===== config.mk =====
export PLATFORM = sky130hd
export DESIGN_NAME = led_pattern_driver
export DESIGN_NICKNAME = d
export VERILOG_FILES = /design/src/rtl/led_drv_pkg.sv /design/src/rtl/led_tick_gen.sv /design/src/rtl/led_pattern_driver.sv
export SDC_FILE = /design/constraint.sdc
export NUM_CORES = 1
export LEC_CHECK = 0
export CAP_MARGIN = 20
export CORE_UTILIZATION = 49
export CTS_CLUSTER_SIZE = 14
export DETAILED_ROUTE_END_ITERATION = 6
export GPL_TIMING_DRIVEN = 1
export PLACE_DENSITY = 0.86
export SLEW_MARGIN = 20
export SYNTH_ARGS = -nofsm -noshare
export SYNTH_HDL_FRONTEND = slang
export SYNTH_SLANG_ARGS = --single-unit

===== constraint.sdc =====
create_clock -name clk -period 1.6 [get_ports clk]
set_input_delay 0.24 -clock clk [delete_from_list [all_inputs] [get_ports clk]]
set_output_delay 0.24 -clock clk [all_outputs]
set_load 0.02 [all_outputs]

===== src/rtl/led_drv_pkg.sv =====
// Shared types and constants for the LED pattern driver.
// Latency: n/a (declarations only).
// Backpressure: n/a.
package led_drv_pkg;

  typedef enum logic [1:0] {
    MODE_STATIC = 2'b00,
    MODE_CHASE  = 2'b01,
    MODE_BLINK  = 2'b10,
    MODE_OFF    = 2'b11
  } mode_e;

  localparam logic [2:0] DEFAULT_ENABLE_CODE = 3'd4;
  localparam int         LED_MAX_W           = 64;

  // Low w bits set; callers truncate to their own LED width.
  function automatic logic [LED_MAX_W-1:0] led_off(input int w);
    led_off = '0;
    for (int i = 0; i < LED_MAX_W; i++) begin
      if (i < w) led_off[i] = 1'b1;
    end
  endfunction

endpackage


===== src/rtl/led_tick_gen.sv =====
// Prescaler producing a one-cycle pattern step every TICK_DIV running cycles.
// Latency: tick is combinational from the registered count.
// Backpressure: holds the count while run is low; clear wins over counting.
module led_tick_gen #(
  parameter int TICK_DIV = 4
) (
  input  logic clk,
  input  logic rst,
  input  logic run,
  input  logic clear,
  output logic tick
);

  localparam int            CW   = (TICK_DIV > 1) ? $clog2(TICK_DIV) : 1;
  localparam logic [CW-1:0] LAST = CW'(TICK_DIV - 1);

  logic [CW-1:0] cnt;

  assign tick = run & ~clear & (cnt == LAST);

  always_ff @(posedge clk) begin
    if (!rst) begin
      cnt <= '0;
    end else if (clear) begin
      cnt <= '0;
    end else if (run) begin
      cnt <= (cnt == LAST) ? '0 : cnt + 1'b1;
    end
  end

endmodule


===== src/rtl/led_pattern_driver.sv =====
// Active-low LED bank driver: static select, chase, blink or off; LED_CHASE_BOUNCE_EN makes chase ping-pong.
// Latency: one clock from any input to led.
// Backpressure: none; a wrong enable code blanks the LEDs and freezes pattern state.
module led_pattern_driver
  import led_drv_pkg::*;
#(
  parameter int         SEL_W       = 3,
  parameter int         OUT_W       = 8,
  parameter logic [2:0] ENABLE_CODE = DEFAULT_ENABLE_CODE,
  parameter int         TICK_DIV    = 4
) (
  input  logic             clk,
  input  logic             rst,
  input  logic [2:0]       enable,
  input  logic [SEL_W-1:0] switch,
  input  logic [1:0]       mode,
  output logic [OUT_W-1:0] led
);

  localparam logic [OUT_W-1:0] LED_ALL = OUT_W'(led_off(OUT_W));
  localparam logic [SEL_W-1:0] LAST    = SEL_W'(OUT_W - 1);

  function automatic logic [OUT_W-1:0] decode(input logic [SEL_W-1:0] x);
    if (x > LAST) return LED_ALL;
    return ~(OUT_W'(1) << x);
  endfunction

  mode_e            mode_q;
  logic [SEL_W-1:0] pos;
  logic [SEL_W-1:0] pos_next;
  logic [SEL_W-1:0] sw_clamp;
  logic             phase;
  logic             phase_next;
  logic             en_ok;
  logic             mode_chg;
  logic             tick;

  assign en_ok      = (enable == ENABLE_CODE);
  assign mode_chg   = en_ok && (mode != mode_q);
  assign sw_clamp   = (switch > LAST) ? LAST : switch;
  assign phase_next = tick ? ~phase : phase;

  led_tick_gen #(.TICK_DIV(TICK_DIV)) u_tick (
    .clk   (clk),
    .rst   (rst),
    .run   (en_ok),
    .clear (mode_chg),
    .tick  (tick)
  );

`ifdef LED_CHASE_BOUNCE_EN
  logic dir;      // 0 = counting up
  logic dir_next;

  always_comb begin
    pos_next = pos;
    dir_next = dir;
    if (!dir) begin
      if (pos == LAST) begin
        pos_next = LAST - 1'b1;
        dir_next = 1'b1;
      end else begin
        pos_next = pos + 1'b1;
      end
    end else begin
      if (pos == '0) begin
        pos_next = SEL_W'(1);
        dir_next = 1'b0;
      end else begin
        pos_next = pos - 1'b1;
      end
    end
  end
`else
  assign pos_next = (pos == LAST) ? '0 : pos + 1'b1;
`endif

  always_ff @(posedge clk) begin
    if (!rst) begin
      led    <= LED_ALL;
      pos    <= '0;
      phase  <= 1'b0;
      mode_q <= MODE_STATIC;
`ifdef LED_CHASE_BOUNCE_EN
      dir    <= 1'b0;
`endif
    end else if (!en_ok) begin
      led <= LED_ALL;
    end else if (mode_chg) begin
      // Entry cycle: the prescaler restarts, so no step happens here.
      mode_q <= mode_e'(mode);
      phase  <= 1'b0;
      pos    <= sw_clamp;
`ifdef LED_CHASE_BOUNCE_EN
      dir    <= 1'b0;
`endif
      led    <= (mode == MODE_OFF) ? LED_ALL : decode(switch);
    end else begin
      case (mode_q)
        MODE_STATIC: led <= decode(switch);
        MODE_CHASE: begin
          if (tick) begin
            pos <= pos_next;
`ifdef LED_CHASE_BOUNCE_EN
            dir <= dir_next;
`endif
            led <= decode(pos_next);
          end else begin
            led <= decode(pos);
          end
        end
        MODE_BLINK: begin
          phase <= phase_next;
          led   <= phase_next ? LED_ALL : decode(switch);
        end
        default: led <= LED_ALL;
      endcase
    end
  end

endmodule


### Yosys cells after proc, flatten, opt, wreduce, memory -nomap -nowiden

Index checks and enable logic that the tools add are counted.

| operators by class | value |
|---|---|
| add/subtract/negate cells | 2 |
| magnitude comparators | 3 |
| equality and inequality tests | 7 |
| shift-type cells | 3 |
| muxes and demuxes | 46 |
| bitwise operators | 8 |
| reductions and logical operators | 10 |

Operators by type and width:

| kind | count |
|---|---|
| two-way mux 8 bit | 12 |
| two-way mux 1 bit | 27 |
| NOT 8 bit | 3 |
| case mux 8 bit (3 select lines) | 1 |
| << shifter 1 x 3 -> 8 bit, first input constant | 3 |
| two-way mux 3 bit | 5 |
| > comparator 3 bit, second input constant | 3 |
| equality test 2 bit, second input constant | 3 |
| equality test 3 bit, second input constant | 2 |
| AND reduction 2 bit | 3 |
| nonzero test 2 bit | 3 |
| adder 3 x 1 -> 3 bit, second input constant | 1 |
| NOT 1 bit | 3 |
| AND reduction 3 bit | 1 |
| adder 2 x 1 -> 2 bit, second input constant | 1 |
| AND 1 bit | 2 |
| equality test 2 x 1 -> 1 bit, second input constant | 1 |
| logical NOT 2 bit | 1 |
| two-way mux 2 bit | 1 |
| inequality test 2 bit | 1 |
| OR reduction 2 bit | 1 |
| logical AND 1 bit | 1 |

| word-level totals | value |
|---|---|
| bits in registers | 16 |
| input port bits | 10 |
| output and inout bits | 8 |
| logic and storage cells | 84 |

### Longest topological paths before layout

Gate-level depths: netlist (run 1).

| logic depth | value |
|---|---|
| depth in word-level cells | 14 |
| mapped depth | 6 |
| mapped depth without buffers | 6 |

### Hierarchy

From an unflattened synthesis (run 1), not the netlist that was laid out.

| unflattened totals | value |
|---|---|
| cell total of the unflattened synthesis | 169 |
| area, all modules | 1317.5 µm² |

Modules (own cells, without submodules):

| module | instances | cells an instance | area an instance (µm²) | seq. area each (µm²) |
|---|---|---|---|---|
| led_pattern_driver | 1 | 159 | 1212.4 | 280.3 |
| led_tick_gen | 1 | 10 | 105.1 | 40.0 |

### Worst setup path before layout (run 1)

OpenSTA, ideal clock, no wires.

| timing | value |
|---|---|
| kind | reg-to-reg |
| start point | reg u_tick.cnt[0] |
| end point | reg led[7] |
| library setup time | 133 ps |
| data arrival time | 1551 ps |
| data required time | 1467 ps |
| path slack | -85 ps |
| cell stages (with the launch flop) | 6 |
| path buffers | 0 |
| clock period less this slack | 1685 ps |
| cells stage by stage | dfxtp_1 -> ha_1 -> and4bb_2 -> or4_1 -> o211ai_1 -> o221ai_1 |

| between the ends | value |
|---|---|
| longest elaborated chain between the ends | 6 |
| elaborated cells on any way between the ends | 7 |
| those cells by class | eq/ne: 1; mux: 5; bitwise: 1 |

RTL lines:

| element | line | source |
|---|---|---|
| from (decl) | led_tick_gen.sv:17 | `logic [CW-1:0] cnt;` |
| from (signal assigned) | led_tick_gen.sv:27 | `cnt <= (cnt == LAST) ? '0 : cnt + 1'b1;` |
| equality test 2 bit * | led_tick_gen.sv:19 | `assign tick = run & ~clear & (cnt == LAST);` |
| AND 1 bit * | led_tick_gen.sv:19 |  |
| two-way mux 1 bit | led_pattern_driver.sv:41 | `assign phase_next = tick ? ~phase : phase;` |
| two-way mux 8 bit | led_pattern_driver.sv:114 | `led <= phase_next ? LED_ALL : decode(switch);` |
| case mux 8 bit (3 select lines) * | led_pattern_driver.sv:99 | `case (mode_q)` |
| two-way mux 8 bit * | led_pattern_driver.sv:89 | `end else if (mode_chg) begin` |
| to (signal assigned) | led_pattern_driver.sv:97 | `led <= (mode == MODE_OFF) ? LED_ALL : decode(switch);` |
| to (signal assigned) | led_pattern_driver.sv:100 | `MODE_STATIC: led <= decode(switch);` |
| to (signal assigned) | led_pattern_driver.sv:114 |  |
| to (decl) | led_pattern_driver.sv:17 | `output logic [OUT_W-1:0] led` |

Every way passes the cells marked *; elsewhere a longest branch is shown, timed or not.
A chain may end at the register's enable or synchronous reset.

### Worst setup path after layout (run 1)

| timing | value |
|---|---|
| start point | reg pos[1] |
| end point | reg led[0] |

| between the ends | value |
|---|---|
| longest elaborated chain between the ends | 13 |
| elaborated cells on any way between the ends | 26 |
| those cells by class | add/sub: 1; order compare: 2; eq/ne: 1; shift: 2; mux: 18; bitwise: 2 |

RTL lines:

| element | line | source |
|---|---|---|
| from (decl) | led_pattern_driver.sv:29 | `logic [SEL_W-1:0] pos;` |
| from (signal assigned) | led_pattern_driver.sv:93 | `pos <= sw_clamp;` |
| from (signal assigned) | led_pattern_driver.sv:103 | `pos <= pos_next;` |
| adder 3 x 1 -> 3 bit / equality test 3 bit (equally long branches) | led_pattern_driver.sv:75 | `assign pos_next = (pos == LAST) ? '0 : pos + 1'b1;` |
| two-way mux 3 bit | led_pattern_driver.sv:75 |  |
| > comparator 3 bit | led_pattern_driver.sv:24 | `if (x > LAST) return LED_ALL;` |
| two-way mux 1 bit | led_pattern_driver.sv:24 |  |
| two-way mux 1 bit | led_pattern_driver.sv:102 | `if (tick) begin` |
| two-way mux 1 bit | led_pattern_driver.sv:99 |  |
| two-way mux 1 bit | led_pattern_driver.sv:89 |  |
| two-way mux 1 bit | led_pattern_driver.sv:87 | `end else if (!en_ok) begin` |
| two-way mux 1 bit | led_pattern_driver.sv:79 | `if (!rst) begin` |
| two-way mux 8 bit | led_pattern_driver.sv:25 | `return ~(OUT_W'(1) << x);` |
| two-way mux 8 bit * | led_pattern_driver.sv:102 |  |
| case mux 8 bit (3 select lines) * | led_pattern_driver.sv:99 |  |
| two-way mux 8 bit * | led_pattern_driver.sv:89 |  |
| to (signal assigned) | led_pattern_driver.sv:97 |  |
| to (signal assigned) | led_pattern_driver.sv:100 |  |
| to (signal assigned) | led_pattern_driver.sv:107 | `led <= decode(pos_next);` |

Every way passes the cells marked *; elsewhere a longest branch is shown, timed or not. The select of a mux whose other input is x is not followed.

==> results of run 1 <==
==> state kept, by name, summed over array words and instances, names as in the netlist <==
| register | cells |
|---|---|
| led | 8 |
| u_tick.cnt | 2 |
| pos | 3 |
| phase | 1 |
| mode_q | 2 |
==> worst paths after layout <==
| kind | slack, ns | end |
|---|---|---|
| setup reg to reg | -0.02 | led[0] |
| hold / removal | 0.43 | mode_q[1] |
| hold reg to reg | 0.54 | u_tick.cnt[1] |
| setup / recovery | -0.02 | led[0] |
==> cells in the final DEF, fill, tap and decap left out, types with 2 or more instances in the layout <==
cell type	synthesis	final
sky130_fd_sc_hd__a21boi_0	4	4
sky130_fd_sc_hd__a21oi_1	12	10
sky130_fd_sc_hd__a21oi_2	0	2
sky130_fd_sc_hd__a221oi_1	2	2
sky130_fd_sc_hd__a31oi_1	2	2
sky130_fd_sc_hd__and2_1	3	3
sky130_fd_sc_hd__and3_1	4	4
sky130_fd_sc_hd__and3b_1	2	2
sky130_fd_sc_hd__buf_4	0	44
sky130_fd_sc_hd__buf_6	1	4
sky130_fd_sc_hd__clkbuf_4	0	3
sky130_fd_sc_hd__clkdlybuf4s50_1	0	12
sky130_fd_sc_hd__dfxtp_1	16	12
sky130_fd_sc_hd__dfxtp_2	0	2
sky130_fd_sc_hd__dfxtp_4	0	2
sky130_fd_sc_hd__dlymetal6s2s_1	0	5
sky130_fd_sc_hd__ha_1	6	2
sky130_fd_sc_hd__ha_4	0	4
sky130_fd_sc_hd__inv_1	5	4
sky130_fd_sc_hd__nand2_1	20	19
sky130_fd_sc_hd__nand2_2	1	2
sky130_fd_sc_hd__nand2b_1	4	3
sky130_fd_sc_hd__nand3_1	5	5
sky130_fd_sc_hd__nand3b_1	3	3
sky130_fd_sc_hd__nand4_1	2	2
sky130_fd_sc_hd__nor2_1	11	11
sky130_fd_sc_hd__nor2b_1	7	5
sky130_fd_sc_hd__nor3_2	0	2
sky130_fd_sc_hd__nor3b_1	3	3
sky130_fd_sc_hd__o2111ai_1	3	2
sky130_fd_sc_hd__o211ai_1	11	11
sky130_fd_sc_hd__o21ai_0	13	12
sky130_fd_sc_hd__o221ai_1	7	7
sky130_fd_sc_hd__o31a_1	2	2
sky130_fd_sc_hd__or4_4	0	2
sky130_fd_sc_hd__xnor2_4	0	2
sky130_fd_sc_hd__xor2_2	1	3
==> per-stage QoR <==
stage          std cells  setup TNS (ns)
6_report             280        -0.05297
3_3_place_gp         273          -3.477
2_1_floorplan        193               0
5_1_grt              280         -0.5998
4_1_cts              276               0
3_5_place_dp         273          -3.776
==> power by group through the flow <==
stage          clock, W  sequential [W]  combinational (W)
6_report       0.000242        0.000408           0.000328
5_1_grt        0.000255        0.000410           0.000346
4_1_cts        0.000236        0.000410           0.000280
3_5_place_dp          0        0.000419           0.000259
3_3_place_gp          0        0.000418           0.000253
2_1_floorplan         0        0.000420           0.000141
==> repair_timing <==
item,4_1_cts,5_1_grt
cloned,0,0
endpoints found under the setup margin,8,13
gates resized for setup,15,34
pin swaps,5,16
setup buffers,0,4
==> kinds of logic after synthesis <==
group           after synthesis  synth area share, %
fa+ha+maj                     6                5.076
compound gates               65                30.20
simple gates                 81                31.22
xor+xnor                      7                6.177
flops                        16                21.66
buf+inv                      18                5.668
==> worst min-delay path, stage by stage <==
cell and delay [ns]:
sky130_fd_sc_hd__dlymetal6s2s_1 0.16, sky130_fd_sc_hd__buf_6 0.16, sky130_fd_sc_hd__nand2_1 0.06, sky130_fd_sc_hd__a21boi_0 0.07
==> cell type report <==
class                   count  area [um2]  area share (%)
multi-input cells         159        1287           56.57
repair buffers             66       578.1           25.40
inverters                   5       18.77          0.8246
clock buffers               3       22.52          0.9896
well taps                  31       38.79           1.704
flip-flops and latches     16       330.3           14.51
==> layer usage <==
layer,part of all wire (%),global-route usage (%),up-vias
met4,5.6,16.38,0
li1,-,-,844
met1,37,41.21,833
met3,13,8.844,52
met5,0,0,-
met2,45,54.12,172
==> results.md, run 1 <==
- The run finished, with violations left.
- The checks that failed: design-rule violations, negative setup slack.
- The post-synthesis to final-layout area growth is 53.89%.
- The ratio of final minimum period to clock period is 101.2%.
- The first detailed-routing pass took 7 iterations.
- The sequential cell area fraction in the yosys report is between 20% and 30%.
- After detailed routing, the average wire length per cell comes to 20.31 um.
- The area of the core region is roughly 0.0028 mm2.
- The most used standard cell by instance count after synthesis is sky130_fd_sc_hd__nand2_1.
- Detailed placement ended at an HPWL of 3.509 mm.
- The required time of the worst setup path is around 1.8 ns.
- The worst reg2reg path startpoint is pos[1].
- The number of register bits inferred by synthesis is 16.
- Wires add up to around 5.7 mm.
- Setup violations remaining at the end of the flow were counted as 3.
- The initial DRC count is 300.
- The share of total power in the clock network is 24.7%.
- Counting I/O delays and the setup requirement, the final critical path takes around 1.6 ns.
- The number of stages on the worst hold path is 4.
- The total DRC errors in the routed layout is 6.
- The leakage power of the design is slightly below 0.9 nW.
- The number of global-route vias before repair was 1,745.
- Counting along the longest clock path gives a buffer depth of 2.
- In this run the cell area measured after placement is 0.001977 mm2.
- The critical path endpoint category is a register.
- Counting cells, the worst reg-to-reg path comes to 6.
- The tightest min-delay check is of the in -> reg type.
- The number of hold-slack violations in the final timing report is 0.
- The power share of the combinational group is 33.5%.
- Measured along the x axis, the die boundary spans around 57 um.
- Using the TritonRoute via totals, the vias-per-cell ratio works out to 6.789.
- The root buffer cell chosen for the clock tree is sky130_fd_sc_hd__clkbuf_4.
- The CTS clock-pin slew for the worst setup and hold paths is roughly 0.12 ns.
- Along the worst path, the maximum fanout reaches 5.
- For the worst setup path, the data arrival time is 1.81 ns.
- The core occupancy in the finished layout is 81.13%.
- TritonCTS built the clock tree.
- The internal power consumption is about 0.00065 W.
- Prior to clock tree synthesis, the placed netlist has a worst setup slack of -0.3258 ns.
- The finished cells cover 0.002276 mm2.
- In the synthesized netlist the async set-or-reset flop fraction comes to 0%.
- The CTS H-tree depth is 1.
- The slowest stage of the critical path belongs to the cell sky130_fd_sc_hd__dfxtp_2.
- For this design, the CTS-stage hold fixing added 0 buffers.
- The initial core utilization is 52.72%.
- The depth of the critical timing path with buffers and inverters included is 6.
- By area the synthesized netlist is led by sky130_fd_sc_hd__dfxtp_1, sky130_fd_sc_hd__o211ai_1, sky130_fd_sc_hd__ha_1.
- 18 I/O pins were placed.
- The sequential share of power is 41.7%.
- Synthesis handed over a netlist of roughly 190 instances.
- Net switching is 33.99% of the power.
- The maximum cell stage delay along the critical path is 0.33 ns.
- Measured along the y axis, the die boundary spans 56.94 um.
- The hold path startpoint is mode[1].
- In the post-route analysis, the smallest setup slack over all paths is -0.01916 ns.
- Setup repair after global routing could not meet its margin everywhere.
- The path type of the worst setup path is reg -> reg.
- The cell area after synthesis is about 0.0015 mm2.
- The first global-routing pass estimated 8.362 mm of wire.
- The total power is 0.0009785 W.
- The switching power is 0.0003326 W.
- Traced cell by cell, the critical path runs through buf_4, ha_4, xnor2_1, o2111ai_2, a21oi_1, o221ai_1.
- The worst-case IR drop observed on VDD is 0.4172 mV.
- The library cell occupying the most area in the post-synthesis netlist is sky130_fd_sc_hd__dfxtp_1.
- The routability-driven placement congestion ratio is between 0.9 and 1.
- Tracing the worst setup path back leads to its startpoint at pos[1].
- The count of nets left with antenna violations once routing finished came out at 0.
- After synthesis, the most frequently instantiated cells are sky130_fd_sc_hd__nand2_1, sky130_fd_sc_hd__dfxtp_1, sky130_fd_sc_hd__o21ai_0, sky130_fd_sc_hd__a21oi_1.
- The transition time at the pin with the least slew margin is 0.4798 ns.
- TritonCTS created 3 clock buffers.
- STA classifies the critical path startpoint as a register.
- Timing would allow up to around 600 MHz.
- The total of fill cells in the finished design is approximately 150.
- Across the run, the number of max-cap violations was 0.
- The fraction of layout cells with a size suffix above 1 is a little over a third.
- The number of antenna violations at the first check in global routing was 0.
- Across all hold checks on the routed design, the worst slack comes to 0.4323 ns.
- Entering global routing, the biggest net connects 14 pins.
- The count of input and output buffers is 17.
- The later-pin clock latency in the skew report is 0.31 ns.
- The distinct cell type count of the synthesized netlist is 52.
- The net total in the final layout is 267.
- The repair_antennas step left the layout with diodes totalling 0.
- The number of enable flip-flop cells after synthesis is 0.
- In this design, the largest share of critical-path delay is due to compound AO/OA/AOI/OAI gates.
- The fraction of post-synthesis cell area in the top cell type by area is ~22%.
- The clock sink count is 16.
- The number of core rows is 19.
- The largest clock skew in the final design is 0.01847 ns.
- For this run, the number of Yosys warnings is 0.
- In the global route stage, overall resource usage came out at between 30% and 40%.
- The floorplan step defined a die boundary enclosing 0.003242 mm2.
- The synthesized netlist net count is 209.
- After synthesis, the mean cell area works out to approximately 7.7 um2.
- The count of buffering cells on the critical path with inverters included is 1.
- The max-slew violation count is 0.
- Dividing total power by cell area gives a power density of 429.9 mW/mm2.
- The worst pin sits at a relative slew slack of just under 70%.
- For this run the aggregate overflow at the end of global routing stands at 0.
- The via count is 1,901.
- In the synthesized netlist the dominant register cell turns out to be sky130_fd_sc_hd__dfxtp_1.
No activity file was read; power rests on OpenSTA's default activity.
==> run 2, diff against run 1 <==
--- a/config.mk
+++ b/config.mk
@@ -5,12 +5,13 @@
 export SDC_FILE = /design/constraint.sdc
 export NUM_CORES = 1
 export LEC_CHECK = 0
+export ABC_AREA = 1
 export CAP_MARGIN = 20
 export CORE_UTILIZATION = 49
 export CTS_CLUSTER_SIZE = 14
 export DETAILED_ROUTE_END_ITERATION = 6
 export GPL_TIMING_DRIVEN = 1
-export PLACE_DENSITY = 0.86
+export PLACE_DENSITY = 0.87
 export SLEW_MARGIN = 20
 export SYNTH_ARGS = -nofsm -noshare
 export SYNTH_HDL_FRONTEND = slang
==> results.md, run 2 <==
- Counting along the longest clock path gives a buffer depth of 2.
- Registers are responsible for 44.1% of the overall power.
- The total congestion overflow after global routing is 0.
- The switching power share of the total is a little under a third.
- The total DRC errors in the routed layout is 0.
- Of the total synthesized cell area, the portion taken by XOR and XNOR cells is 0.6312%.
- The total power per unit cell area is 510.3 mW/mm2.
- In this run, synthesis produced a sequential element count of 16.
- The CTS tree is yes.
- In this run the worst hold path is classified as in -> reg.
- The first detailed-routing pass ran for 5 iterations.
- Walking the worst path, the cells encountered are ha_2, nand2_2, inv_2, nor2_2, nand2_2, nor2_2, nand2_1, nand3_2, nand3_1, nand2_1, nand2_1.
- The wire length of the first global-routing pass is 5.658 mm.
- Measured against its own limit, the worst slew margin works out to 67.58%.
- In the final routed layout, each cell accounts on average for around 12 um.
- The average instance area after synthesis is 6.140 um2.
- The post-place setup slack is -0.1809 ns.
- In the final layout, the share of cells above drive strength 1 is 25.57%.
- The library cell occupying the most area in the post-synthesis netlist is sky130_fd_sc_hd__dfxtp_1.
- The clock root buffer is sky130_fd_sc_hd__clkbuf_4.
- In this run, the clock network consumes 30.3% of the power.
- The area fraction in and, or, nand and nor cells after synthesis is a little under 50%.
- Per report_power, the combinational group accounts for 25.6% of the total.
- The floorplan die area is 0.003049 mm2.
- The count of final setup violators is 0.
- The vertical die dimension is 55.22 um.
- Entering global routing, the biggest net connects 11 pins.
- The number of antenna violations at the first check in global routing came to 0.
- The most frequent cell on the critical path is sky130_fd_sc_hd__nand2_1.
- The net total in the final layout is 279.
- The core occupancy in the finished layout is a little under three quarters.
- The CTS H-tree depth is 1.
- The via count is 1,545.
- For this design the total switching power over the nets is between 0.0002 and 0.0003 W.
- Synthesis produced a netlist with a net count of 242.
- For this configuration, the core starts out at a cell density of 54.04%.
- The dominant register cell in the synthesized netlist is sky130_fd_sc_hd__dfxtp_1.
- STA classifies the critical path endpoint as a register.
- The largest registers in the layout are led (8), pos (3).
- At the worst endpoint, the required time is 1.80 ns.
- The synthesized netlist occupies a cell area of about 0.0014 mm2.
- The most common cell after layout, fill and taps aside is sky130_fd_sc_hd__nand2_1.
- Counting tap cells, the placed design contains a total of 288 instances.
- The region available for standard cell placement spans 0.002567 mm2.
- The total I/O pin count is 18.
- After clock tree synthesis, the clock-pin slew on the worst setup and hold paths is 0.10 ns.
- The fraction of post-synthesis cell area in the top cell type by area is 23.08%.
- The register with the most flip-flops in the layout has 8 of them.
- The initial DRC count is 56.
- The clock sink count is 16.
- The later-pin clock latency in the skew report is 0.29 ns.
- The fraction of synthesized area in multiplexers is 0%.
- In this run the core area contains 18 standard-cell rows.
- The arrival time at the worst endpoint is roughly 1.7 ns.
- In the post-route analysis, the smallest setup slack over all paths is 0.09046 ns.
- Setup repair after global routing could not meet its margin everywhere.
- Counting distinct cell types in the post-synthesis netlist gives 25.
- The largest driver fanout on the critical path is 5.
- The count of antenna diodes in the layout is 0.
- The post-synthesis compound-gate area fraction is 10.73%.
- After synthesis, the largest family of logic cells by area is simple AND/OR/NAND/NOR gates.
- The transition time at the pin with the least slew margin is 0.4844 ns.
- The ratio of final minimum period to clock period is 94.35%.
- The fmax is 662.5 MHz.
- For this run, the total global-route usage over all layers was measured as a little under a quarter.
- The analysis attributes to cell leakage a power of 0.8119 nW.
- After detailed routing, the number of vias per cell comes to 5.291.
- The total clock buffers created by CTS is 3.
- The sequential cell area fraction in the yosys report is between 20% and 30%.
- For this block, the routed nets add up to 3.502 mm of wire.
- The critical path startpoint category is a register.
- The number of enable flip-flop cells after synthesis is 0.
- The max-slew violation count was 0.
- The shortest period the worst path allows is 1.510 ns.
- The post-CTS setup buffer count is 0.
- The commonest cells after synthesis are sky130_fd_sc_hd__nand2_1, sky130_fd_sc_hd__nand3_1, sky130_fd_sc_hd__inv_1, sky130_fd_sc_hd__a21oi_1, sky130_fd_sc_hd__dfxtp_1.
- Measured along the x axis, the die boundary spans 55.22 um.
- By area the synthesized netlist is led by sky130_fd_sc_hd__dfxtp_1, sky130_fd_sc_hd__nand2_1, sky130_fd_sc_hd__nand3_1.
- The total of warnings raised by yosys is 0.
- Yosys instantiated no cell more often than sky130_fd_sc_hd__nand2_1.
- In this run the remaining antenna-violating nets after routing total 0.
- After Yosys synthesis, full adders, half adders and majority gates account for about 5.4% of the synthesized area.
- The proportion of register bits with asynchronous set or reset after synthesis is 0%.
- The number of hold-slack violations in the final timing report is 0.
- The tool flagged a number of max-cap violations equal to 0.
- The maximum VDD drop is ~0.59 mV.
- Buffers placed on the I/O ports in this run total 17.
- The run finished with clean final reports.
- The path type of the worst setup path is reg -> reg.
- The maximum cell stage delay along the critical path is 0.38 ns.
- The largest register by flop count is led.
- Relative to the synthesized area, the layout overhead comes to 32.01%.
- The number of global-route vias before repair is 1,336.
- The largest individual stage delay along the critical path comes from the cell sky130_fd_sc_hd__dfxtp_4.
- The finished layout holds 292 standard cells, fillers aside.
- The aggregate negative setup slack is 0 ns.
- Cell internal power was estimated by the tool at 0.0006483 W.
- In the layout the commonest cells are sky130_fd_sc_hd__nand2_1, sky130_fd_sc_hd__nand3_1, sky130_fd_sc_hd__inv_1.
- The total half-perimeter wirelength after legalization and detailed placement is 2.568 mm.
- Routability-driven placement finished with a final weighted congestion of 0.9274.
- The number of cells produced by synthesis is 226.
- The largest clock skew in the final design is around 0.0013 ns.
[run 2: cell types whose count changed after synthesis, moves of 4 or more]
cell	delta
sky130_fd_sc_hd__nor3_1	+5
sky130_fd_sc_hd__o211ai_1	-8
sky130_fd_sc_hd__and3_1	-4
sky130_fd_sc_hd__nor2b_1	-7
sky130_fd_sc_hd__o21ai_0	-11
sky130_fd_sc_hd__inv_1	+21
sky130_fd_sc_hd__o221ai_1	-7
sky130_fd_sc_hd__a21boi_0	-4
sky130_fd_sc_hd__buf_2	-6
sky130_fd_sc_hd__a21oi_1	+7
sky130_fd_sc_hd__inv_2	+4
sky130_fd_sc_hd__nand2_1	+52
sky130_fd_sc_hd__nand2b_1	-4
sky130_fd_sc_hd__nand3_1	+29
[run 2: final timing paths]
path,slack (ns),depth (start not counted),start,to
worst max-delay path,0.09,11,pos[1],led[5]
worst max register to register,0.09,11,pos[1],led[5]
worst min-delay path,0.29,3,mode[1],mode_q[1]
worst min register to register,0.49,2,u_tick.cnt[0],u_tick.cnt[0]
[run 2: final cells by class]
cell class | instances | area [um2]
multi-input cells | 176 | 1001
fillers | 218 | 735.7
flip-flops and latches | 16 | 329.1
repair buffers | 36 | 315.3
inverters | 30 | 112.6
well taps | 30 | 37.54
clock buffers | 4 | 36.28
[run 2: per-stage QoR]
step / hold slack (ns) / total power, W / cell area, um2
detailed placement: 0.4665 / 0.0006400 / 1700
finish: 0.2937 / 0.0009347 / 1832
floorplan: 0.4092 / 0.0005586 / 1388
global route: 0.3216 / 0.0009780 / 1832
CTS: 0.4866 / 0.0009162 / 1739
global placement: 0.4669 / 0.0006351 / 1700
[run 2: power groups by stage]
stage	sequential, W	clock (W)	combinational [W]
3_3_place_gp	0.000421	0	0.000214
3_5_place_dp	0.000421	0	0.000219
5_1_grt	0.000413	0.000299	0.000265
6_report	0.000412	0.000283	0.000239
4_1_cts	0.000412	0.000284	0.000220
2_1_floorplan	0.000421	0	0.000138
[run 2: metal layers]
| metal | wire [um] | track usage [%] | vias up |
|---|---|---|---|
| li1 | - | - | 803 |
| met1 | 1565 | 27.58 | 686 |
| met2 | 1714 | 41.48 | 54 |
| met3 | 205 | 5.386 | 2 |
| met4 | 17 | 2.857 | 0 |
| met5 | 0 | 0 | - |
[run 2: critical path: cells and delay by family (launching register included)]
kind | cells | cell delay [ns]
DFF | 1 | 0.38
buffers and inverters | 1 | 0.07
and+or+nand+nor | 9 | 0.78
adders and majority gates | 1 | 0.19
[run 2: kinds of logic after synthesis]
family / after synthesis
XOR/XNOR: 1
AND/OR/NAND/NOR: 142
flip-flops: 16
adder cells (fa/ha/maj): 6
buffers and inverters: 34
AO/OA/AOI/OAI: 27
[run 2: what timing repair did]
item,4_1_cts,5_1_grt
hold buffers,0,0
pin swaps,0,5
cloned,0,0
resized for setup,1,30
endpoints found under the setup margin,3,11
==> run 3, diff against run 2 <==
--- a/config.mk
+++ b/config.mk
@@ -12,6 +12,8 @@
 export DETAILED_ROUTE_END_ITERATION = 6
 export GPL_TIMING_DRIVEN = 1
 export PLACE_DENSITY = 0.87
+export SETUP_SLACK_MARGIN = 0.4
+export SKIP_CTS_REPAIR_TIMING = 1
 export SLEW_MARGIN = 20
 export SYNTH_ARGS = -nofsm -noshare
 export SYNTH_HDL_FRONTEND = slang
==> results.md, run 3 (same netlist as run 2, synthesis figures left out) <==
- The run finished with clean final reports.
- Among all stages on the critical path, the largest delay is contributed by sky130_fd_sc_hd__dfxtp_4.
- The library cell used most frequently in the layout, excluding fill and tap cells, is sky130_fd_sc_hd__nand2_1.
- The combined area of the multi-input logic cells is 0.001097 mm2.
- The largest driver fanout on the critical path is 8.
- The total half-perimeter wirelength after legalization and detailed placement is 2.570 mm.
- The critical path endpoint category is a register.
- The transition time at the pin with the least slew margin is 0.5542 ns.
- The number of flip-flops in the largest register is 8.
- The number of hold-slack violations in the final timing report is 0.
- The clock root buffer is sky130_fd_sc_hd__clkbuf_4.
- The total I/O pin count is 18.
- STA classifies the critical path startpoint as a register.
- The via count normalized by instance count is approximately 5.7.
- The clock net in this run drives a total of 16 sinks.
- Timing would allow up to 635.9 MHz.
- The CTS clock-pin slew for the worst setup and hold paths is ~0.10 ns.
- The share of total power in the clock network is 29.5%.
- After detailed routing, the number of remaining DRC violations is 0.
- Summed over all layers, the global routing overflow is 0.
- The initial DRC count is between 100 and 150.
- The library cells used most frequently in the layout, excluding fill and tap cells, are sky130_fd_sc_hd__nand2_1, sky130_fd_sc_hd__nand3_1, sky130_fd_sc_hd__buf_4.
- The most frequent cell on the critical path is sky130_fd_sc_hd__nand2_1.
- The total power per unit cell area is 481.0 mW/mm2.
- Of the cells placed in the final design, the portion with a size suffix greater than 1 is between 30% and 40%.
- The number of global-route vias before repair was between 1,000 and 1,500.
- The number of core rows is 18.
- The count of buffering cells on the critical path with inverters included is 2.
- The number of max-cap violations is 0.
- The aggregate global-route resource usage is 23.39%.
- The worst pin sits at a relative slew slack of approximately 63%.
- The switching power is 0.0003104 W.
- The remaining antenna violation count is 0.
- The number of buffers on the longest clock path is 2.
- The net total in the final layout is 287.
- The maximum cell stage delay along the critical path is 0.44 ns.
- Setup violations remaining at the end of the flow were counted as 0.
- The repair_antennas step left the layout with diodes totalling 0.
- The count of input and output buffers is 17.
- The analysis attributes to cell leakage a power of 0.8828 nW.
- The sequential share of power is 42.4%.
- The setup path with the least slack is of type reg -> reg.
- TritonCTS built the clock tree.
- The sequential cell area in the final layout is 335.3 um2.
- In this run switching power makes up 31.96% of total power.
- In this run the standard cell core region covers 0.002567 mm2.
- The internal portion of the total power is 0.0006608 W.
- The final hold slack is 0.2717 ns.
- The largest register by flop count is led.
- After routing, the total negative slack on setup checks comes to 0 ns.
- The congestion estimate from routability-driven global placement came to 0.9474.
- The ratio of final minimum period to clock period is 98.29%.
- For the final database, setup skew stands at 0.005705 ns.
- The arrival time at the worst endpoint is 1.83 ns.
- At the later pin of the worst-skew pair, clock insertion delay measures 0.31 ns.
- The routed length per placed instance is 13.91 um.
- The die is 55.22 um wide.
- The number of antenna violations at the first check in global routing came to 0.
- The detailed-route wire length is 4.173 mm.
- The share of total power dissipated in combinational logic is 28.1%.
- The pre-antenna-repair detailed-routing pass consisted of 5 iterations.
- At the worst endpoint, the required time is 1.85 ns.
- The CTS H-tree depth is 1.
- The via count is between 1,500 and 2,000.
- The cell family with the largest share of critical-path delay is simple AND/OR/NAND/NOR gates.
- The die covers between 0.003 and 0.004 mm2.
- In this run, CTS created clock tree buffers numbering 3.
- The initial core utilization is 54.04%.
- The max-slew violation count came to 0.
- The post-synthesis to final-layout area growth is 45.54%.
- Entering global routing, the biggest net connects 11 pins.
- The maximum VDD drop is around 0.45 mV.
- The largest registers in the layout are led (8), pos (3).
- The total of fill cells in the finished design is approximately 170.
- The signal on the critical path passes through inv_4, ha_4, inv_4, a21oi_1, nor2_1, nand2_1, nand3_1, nand3_1, nand2_1, nand2_1.
- The worst hold path belongs to the class in -> reg.
- The vertical die dimension is 55.22 um.
- Setup repair after global routing could not meet its margin everywhere.
- The first global-routing pass estimated ~5.8 mm of wire.
- After layout, the minimum clock period comes to 1.573 ns.
run 3: cell type report:
cell class	instances	share of cell area (%)
repair buffers	43	19.33
well taps	30	1.859
inverters	30	6.072
flip-flops and latches	16	16.60
multi-input cells	177	54.34
clock buffers	4	1.797
run 3: metal layers:
layer	part of all wire, %	track usage [%]	up-vias
met5	0	0	-
met4	2.0	6.071	0
met3	6.4	5.152	13
met2	52	40.79	77
met1	40	28.94	789
li1	-	-	821
run 3: per-stage QoR:
| step | instance area, um2 | setup WS [ns] | power, W | util, % | instances |
|---|---|---|---|---|---|
| final | 2019 | 0.02744 | 0.0009713 | 78.66 | 300 |
| after global routing | 2019 | -0.04151 | 0.001017 | 78.66 | 300 |
| after CTS | 1803 | 0.07100 | 0.0009314 | 70.22 | 292 |
| after detailed placement | 1767 | -0.1951 | 0.0006491 | 68.81 | 288 |
| after global placement | 1767 | -0.1525 | 0.0006434 | 68.81 | 288 |
| after floorplan | 1454 | 0.2435 | 0.0005662 | - | 226 |
run 3: tightest hold or removal path, cell delays in order:
cell and delay [ns]:
sky130_fd_sc_hd__dlymetal6s2s_1 0.15, sky130_fd_sc_hd__inv_2 0.07, sky130_fd_sc_hd__o21ai_0 0.07
run 3: power by group through the flow:
| stage | clock [W] | combinational (W) | sequential (W) |
|---|---|---|---|
| detailed placement | 0 | 0.000226 | 0.000423 |
| CTS | 0.000291 | 0.000227 | 0.000414 |
| floorplan | 0 | 0.000144 | 0.000422 |
| finish | 0.000286 | 0.000273 | 0.000412 |
| global placement | 0 | 0.000221 | 0.000423 |
| global route | 0.000308 | 0.000296 | 0.000413 |
run 3: path summary, 6_finish.rpt:
path              cells past startpoint     startpoint            end  slack, ns
setup / recovery                     10         pos[0]         led[0]       0.03
hold / removal                        3        mode[1]      mode_q[1]       0.27
setup reg to reg                     10         pos[0]         led[0]       0.03
hold reg to reg                       2  u_tick.cnt[0]  u_tick.cnt[0]       0.53
